==> src/rtl/fsm_path_driver.sv <==
// Stimulus driver and flag checker for the 4-bit sequence-detector FSM:
// resets it, plays a per-mode a/b program, then grades the s/bs/f flags.
module fsm_path_driver #(
  parameter int unsigned RST_CYCLES = 1,
  parameter int unsigned TIMEOUT    = 4
) (
  input  logic       clk,
  input  logic       rst,
  input  logic       start,
  input  logic [1:0] mode,
  output logic       dut_rst,
  output logic       a,
  output logic       b,
  input  logic       s_in,
  input  logic       bs_in,
  input  logic       f_in,
  output logic       busy,
  output logic       done,
  output logic       pass
);

  typedef enum logic [2:0] {IDLE, RST, STEP, WAIT, FIN} state_t;

  state_t     state, state_n;
  logic [1:0] mode_q, mode_n;
  logic [2:0] step, step_n, step_inc;
  logic [3:0] cnt, cnt_n;
  logic       fail, fail_n;
  logic       dut_rst_n, a_n, b_n, busy_n, done_n, pass_n;
  logic       exp_flag, bad_flag, fail_now;

  function automatic logic [1:0] step_ab(input logic [1:0] m, input logic [2:0] j);
    step_ab = 2'b00;
    case (m)
      2'd0:    if (j == 3'd5 || j == 3'd6) step_ab = 2'b10;
      2'd2:    if (j == 3'd2) step_ab = 2'b01;
      default: step_ab = 2'b00;
    endcase
  endfunction

  function automatic logic [2:0] last_step(input logic [1:0] m);
    case (m)
      2'd0:    last_step = 3'd6;
      2'd1:    last_step = 3'd5;
      default: last_step = 3'd2;
    endcase
  endfunction

  always_comb begin
    exp_flag = 1'b0;
    bad_flag = 1'b0;
    case (mode_q)
      2'd0:    begin exp_flag = f_in;  bad_flag = s_in | bs_in; end
      2'd1:    begin exp_flag = bs_in; bad_flag = s_in | f_in;  end
      default: begin exp_flag = s_in;  bad_flag = f_in | bs_in; end
    endcase
  end

  assign step_inc = step + 3'd1;
  assign fail_now = fail | bad_flag;

  always_comb begin
    state_n   = state;
    mode_n    = mode_q;
    step_n    = step;
    cnt_n     = cnt;
    fail_n    = fail;
    dut_rst_n = dut_rst;
    a_n       = a;
    b_n       = b;
    busy_n    = busy;
    done_n    = 1'b0;
    pass_n    = pass;
    case (state)
      IDLE: begin
        if (start) begin
          if (mode == 2'd3) begin
            state_n = FIN;
            done_n  = 1'b1;
            pass_n  = 1'b0;
          end else begin
            state_n   = RST;
            mode_n    = mode;
            busy_n    = 1'b1;
            dut_rst_n = 1'b1;
            a_n       = 1'b0;
            b_n       = 1'b0;
            cnt_n     = '0;
            step_n    = '0;
            fail_n    = 1'b0;
          end
        end
      end
      RST: begin
        if (cnt == 4'(RST_CYCLES - 1)) begin
          // step 0 values are loaded on the same edge that releases dut_rst
          state_n    = STEP;
          dut_rst_n  = 1'b0;
          step_n     = '0;
          {a_n, b_n} = step_ab(mode_q, 3'd0);
        end else begin
          cnt_n = cnt + 4'd1;
        end
      end
      STEP: begin
        fail_n = fail_now;
        if (step == last_step(mode_q)) begin
          state_n = WAIT;
          a_n     = 1'b0;
          b_n     = 1'b0;
          cnt_n   = '0;
        end else begin
          step_n     = step_inc;
          {a_n, b_n} = step_ab(mode_q, step_inc);
        end
      end
      WAIT: begin
        fail_n = fail_now;
        if (exp_flag) begin
          state_n = FIN;
          done_n  = 1'b1;
          busy_n  = 1'b0;
          pass_n  = ~fail_now;
        end else if (cnt == 4'(TIMEOUT - 1)) begin
          state_n = FIN;
          done_n  = 1'b1;
          busy_n  = 1'b0;
          pass_n  = 1'b0;
        end else if (cnt != '1) begin
          cnt_n = cnt + 4'd1;
        end
      end
      FIN:     state_n = IDLE;
      default: state_n = IDLE;
    endcase
  end

  always_ff @(posedge clk) begin
    if (rst) begin
      state   <= IDLE;
      mode_q  <= '0;
      step    <= '0;
      cnt     <= '0;
      fail    <= 1'b0;
      dut_rst <= 1'b0;
      a       <= 1'b0;
      b       <= 1'b0;
      busy    <= 1'b0;
      done    <= 1'b0;
      pass    <= 1'b0;
    end else begin
      state   <= state_n;
      mode_q  <= mode_n;
      step    <= step_n;
      cnt     <= cnt_n;
      fail    <= fail_n;
      dut_rst <= dut_rst_n;
      a       <= a_n;
      b       <= b_n;
      busy    <= busy_n;
      done    <= done_n;
      pass    <= pass_n;
    end
  end

endmodule
==> config.mk <==
export PLATFORM = sky130hd
export DESIGN_NAME = fsm_path_driver
export DESIGN_NICKNAME = d
export VERILOG_FILES = /design/src/rtl/fsm_path_driver.sv
export SDC_FILE = /design/constraint.sdc
export NUM_CORES = 1
export LEC_CHECK = 0
export ABC_AREA = 1
export ABC_CLOCK_PERIOD_IN_PS = 1800
export BUFFER_PORTS_ARGS = -buffer_cell sky130_fd_sc_hd__buf_2
export CORE_ASPECT_RATIO = 0.7
export CORE_MARGIN = 1.5
export CORE_UTILIZATION = 56
export CTS_CLUSTER_SIZE = 10
export DETAILED_ROUTE_END_ITERATION = 6
export PLACE_DENSITY_LB_ADDON = 0.05
export SYNTH_ARGS = -nofsm -noshare
export SYNTH_HDL_FRONTEND = slang
export SYNTH_SLANG_ARGS = --single-unit
==> constraint.sdc <==
create_clock -name clk -period 1.8 [get_ports clk]
set_clock_uncertainty 0.2 [all_clocks]
set_input_delay 0.36 -clock clk [delete_from_list [all_inputs] [get_ports clk]]
set_output_delay 0.36 -clock clk [all_outputs]
set_load 0.005 [all_outputs]
-- Word-level counts from Yosys, hierarchy flattened
Index checks and enable logic that the tools add are counted.
- add/subtract/negate cells: 2
- multiply operators: 0
- divide/modulo/power cells: 0
- $lt $le $gt $ge: 0
- equality and inequality tests: 23
- shift operators: 0
- muxes and demuxes: 50
- bitwise logic cells: 6
- reductions and logical operators: 19
- operators by type and width (kind ; number):
    2-to-1 mux 3 bit ; 11
    2-to-1 mux 4 bit ; 7
    inequality test 2 bit (second input constant) ; 10
    AND reduction 4 bit ; 5
    2-to-1 mux 1 bit ; 17
    one-hot mux 4 bit (4 select lines) ; 1
    one-hot mux 1 bit (2 select lines) ; 7
    one-hot mux 3 bit (4 select lines) ; 1
    equality test 3 x 2 -> 1 bit (second input constant) ; 3
    one-hot mux 3 bit (3 select lines) ; 1
    AND reduction 8 bit ; 1
    equality test 3 bit (second input constant) ; 2
    one-hot mux 1 bit (3 select lines) ; 2
    one-hot mux 3 bit (2 select lines) ; 1
    AND reduction 3 bit ; 2
    nonzero test 2 bit ; 3
    AND reduction 5 bit ; 1
    adder 4 x 1 -> 4 bit (second input constant) ; 1
    equality test 2 bit (second input constant) ; 2
    equality test 4 x 2 -> 1 bit (second input constant) ; 1
    logical NOT 4 bit ; 1
    inequality test 4 bit (second input constant) ; 1
    bitwise OR 1 bit ; 4
    one-hot mux 2 bit (2 select lines) ; 1
    other kinds (13) ; 14
- register bits: 19
- bits in latches: 0
- RAM bits: 0
- bits in read-only memories: 0
- output and inout bits: 6
- memories kept: 0

-- Logic depth before layout (Yosys ltp)
- word-level depth: 7
- gate-level depth with buffers: 11

-- Worst setup path before layout
No wires, ideal clock.
- path type: reg-to-reg
- start: reg cnt[0]
- end: reg cnt[1]
- data arrival time: 1.170 ns
- path slack: 0.318 ns
- cell stages (with the launch flop): 11
- buffers on the path: 0
- clock period less this slack: 1.482 ns
- cell sequence: dfxtp_1 > inv_1 > ha_1 > nand2_1 > inv_1 > nand2_1 > nand2_1 > nor2_2 > nand2_2 > nor2_1 > nor2_1
- word-level cells in the longest chain between the ends: 5
- ends and longest elaborated chain (item ; RTL line ; RTL):
    start, declared ; 27 ; logic [3:0] cnt, cnt_n;
    start signal, assigned ; 155 ; cnt <= cnt_n;
    adder 4 x 1 -> 4 bit ; 102, 130 ;
    2-to-1 mux 4 bit ; 129 ; end else if (cnt != '1) begin
    2-to-1 mux 4 bit ; 124 ; end else if (cnt == 4'(TIMEOUT - 1)) begin
    2-to-1 mux 4 bit ; 119 ; if (exp_flag) begin
    one-hot mux 4 bit (4 select lines) ; 74 ; case (state)
Parallel ways exist; a longest one is shown, timed or not. The select of a mux whose other input is x is not followed.
A chain may end at the register's enable or synchronous reset.

-- Worst setup path after layout
- start: reg state[1]
- end: reg cnt[1]
- word-level cells in the longest chain between the ends: 3
- ends and longest elaborated chain (item ; RTL line ; RTL):
    start, declared ; 24 ; state_t state, state_n;
    start signal, assigned ; 152 ; state <= state_n;
    equality test 3 x 2 -> 1 bit (tied with other cells) ; 74 ;
    nonzero test 4 bit (no line) or inequality test 2 bit (tied branches) ; - ;
    AND reduction 8 bit (no line) ; - ;
Parallel ways exist; a longest one is shown, timed or not.

==> results.cfg <==
[drt]
drc = 0
drtIter0Drc = 77
ant_nets = 0
vias_per_cell = 5.45
wl_um = 2630
vias = 1211
first_pass_iters = 5
wire_per_inst_um = 11.8

[global_route]
grt_max_degree = 13
gr-total-overflow = 0
grt_usage = 0.242
grt_pass1_vias = 966
grtUsageMet3 = 0.0852
globalRoute.busiestLayer = met2
grt_pass1_wl_um = 4140
met1_usage = 0.322
grt_util_met2 = 0.375
antenna_found_initial = 0

[timing]
finalCriticalPeriod_ns = 1.67
worst_slew_pin_slew_ns = 0.271
setup_viol = 0
max_slew_margin = 0.817
rsz0062_at_grt = false
fin_crit_sh = 0.927
hold_violations = 0
slew_violations = 0
max_freq_mhz = 599
fin_setup_tns_ns = 0

[yosys]
yosys_warnings = 0
yosysTopAreaCell = dfxtp_1
syn_avg_cell_area_um2 = 6.33
yosys-top-cells-area = dfxtp_1, nand2_1, nand3_1
synth_ff_type = dfxtp_1
ys_ff_latch = 19
syn_area_um2 = 1160
synth_edf_count = 0
ys_types = 25
synth_fp_nets = 197
yosysMostFrequentCell = nand2_1
async_flop_share = 0
synth_commonest_cells = nand2_1, nor2_1, inv_1
ys_seq_area_frac = 0.327
yosys.area.top_type_share = 0.327
syn_inst = 184

[power]
power_density_nw_per_um2 = 1420
finalPower_mw = 1.83
peakVddDrop_mv = 1.01
leakagePower_nw = 0.648

[cells_and_area]
syn2layout_area_growth_pct = 10.5
stdcell_count = 222
fillers = 182
drive_gt1_frac = 0.160
diodes = 0
final_nets = 214
multi_input_area_um2 = 688
regArea_um2 = 383

[worst_setup_path]
crit_type = flop to flop
cp.arrival_ns = 1.67
cp_data_required_time_ns = 1.81
start_kind = flop
crit_fanout = 6
critPathCaptureType = flop

[hold_path]
hold_class = input pin to flop

[cts]
root_buffer = clkbuf_4
clock_path_buffers = 2
clock_sinks = 19
ctsHoldBuffers = 0
cts_tree = yes
clk_latency_ns = 0.31
cts_max_level = 1
cts_buffers = 3
cts_setup_buffers = 0
cts_resized = 0
path_clk_slew_ns = 0.11

[placement]
place.gp.congestion = 0.861
port_buffers = 13
hpwl_um = 2080
dp_cells = 218

[die]
die-area_um2 = 2370
rows = 13
core_area_um2 = 1900
ios = 14
die_x_um = 57.5
die_h_um = 41.2
initial_utilization = 0.612

[flow_run]
cap_violations = 0

[run_status]
status = finished clean
==> placed cells by master, fill, tap and decap left out <==
cell / Yosys / final
inv_2: 6 / 6
a21oi_2: 1 / 1
xor2_1: 1 / 1
nand2_2: 1 / 1
a31o_2: 1 / 1
clkbuf_1: 1 / 1
nand3_2: 1 / 1
nand3_1: 17 / 17
o211ai_1: 1 / 1
a21oi_1: 15 / 15
nand3b_1: 1 / 1
xnor2_1: 1 / 1
or2_0: 1 / 1
nor2_1: 22 / 22
nor2_2: 3 / 2
o21ai_1: 3 / 3
dfxtp_1: 19 / 17
ha_1: 5 / 5
o21ai_0: 7 / 7
and2_1: 1 / 1
nor2_4: 1 / 2
buf_2: 0 / 13
inv_1: 20 / 20
nand2_1: 51 / 51
dfxtp_2: 0 / 2
o2111ai_1: 1 / 1
clkbuf_4: 0 / 3
nand4_1: 3 / 3
==> cells by family (layout without fill, tap and decap cells) <==
family                     count (synthesis)  after routing  synth area share
xor gates and xnor gates                   2              2            0.0150
buffers and inverters                     27             43            0.0870
AOI/OAI and AO/OA                         29             29             0.136
and+or+nand+nor                          102            102             0.381
adders and majority gates                  5              5            0.0537
DFF                                       19             19             0.327
==> state kept, by name, summed over array words and instances (netlist names) <==
name and count:
mode_q 2, busy 1, done 1, a 1, dut_rst 1, pass 1
b 1, state 3, cnt 4, fail 1, step 3
==> worst max-delay path, cell delays in order (launching register included) <==
cell and delay [ns]:
dfxtp_1 0.46, nand2_1 0.16, nor2_4 0.19, inv_2 0.06, nor2_1 0.18, nor2_4 0.06
nand2_2 0.09, nand2_1 0.05, nand2_1 0.06, nor2_1 0.04
==> power by group <==
part / total (mW) / switching (mW) / leakage (nW) / internal, mW
clock network: 0.224 / 0.137 / 0.0150 / 0.0866
registers: 0.651 / 0.122 / 0.156 / 0.529
logic: 0.958 / 0.629 / 0.477 / 0.329
==> metrics by stage <==
| step | setup WS, ns | utilization | hold slack, ns | instance area (µm²) |
|---|---|---|---|---|
| after floorplan | 0.318 | - | 0.229 | 1160 |
| after global placement | 0.190 | 0.659 | 0.248 | 1250 |
| final | 0.131 | 0.677 | 0.147 | 1290 |
| after global routing | 0.00500 | 0.677 | 0.171 | 1290 |
| after CTS | 0.0958 | 0.673 | 0.153 | 1280 |
| after detailed placement | 0.114 | 0.659 | 0.255 | 1250 |
==> area by class of cell <==
type | instances | area share
flip-flops and latches | 19 | 0.297
multi-input cells | 138 | 0.535
well taps | 22 | 0.0214
inverters | 26 | 0.0758
repair buffers | 13 | 0.0505
clock buffers | 4 | 0.0204
==> layer usage <==
layer | vias to the layer above | share of wire
met1 | 519 | 0.48
met3 | 2 | 0.12
met2 | 65 | 0.39
li1 | 625 | -
met4 | 0 | 0.0080
met5 | - | 0
==> final timing paths <==
kind,start,endpoint,slack (ns),cells after the start
setup / recovery,state[1],cnt[1],0.13,9
hold / removal,mode[0],mode_q[0],0.15,3
setup reg to reg,state[1],cnt[1],0.13,9
hold reg to reg,b,b,0.27,2
Note: power is estimated with default switching activity, not from simulation.
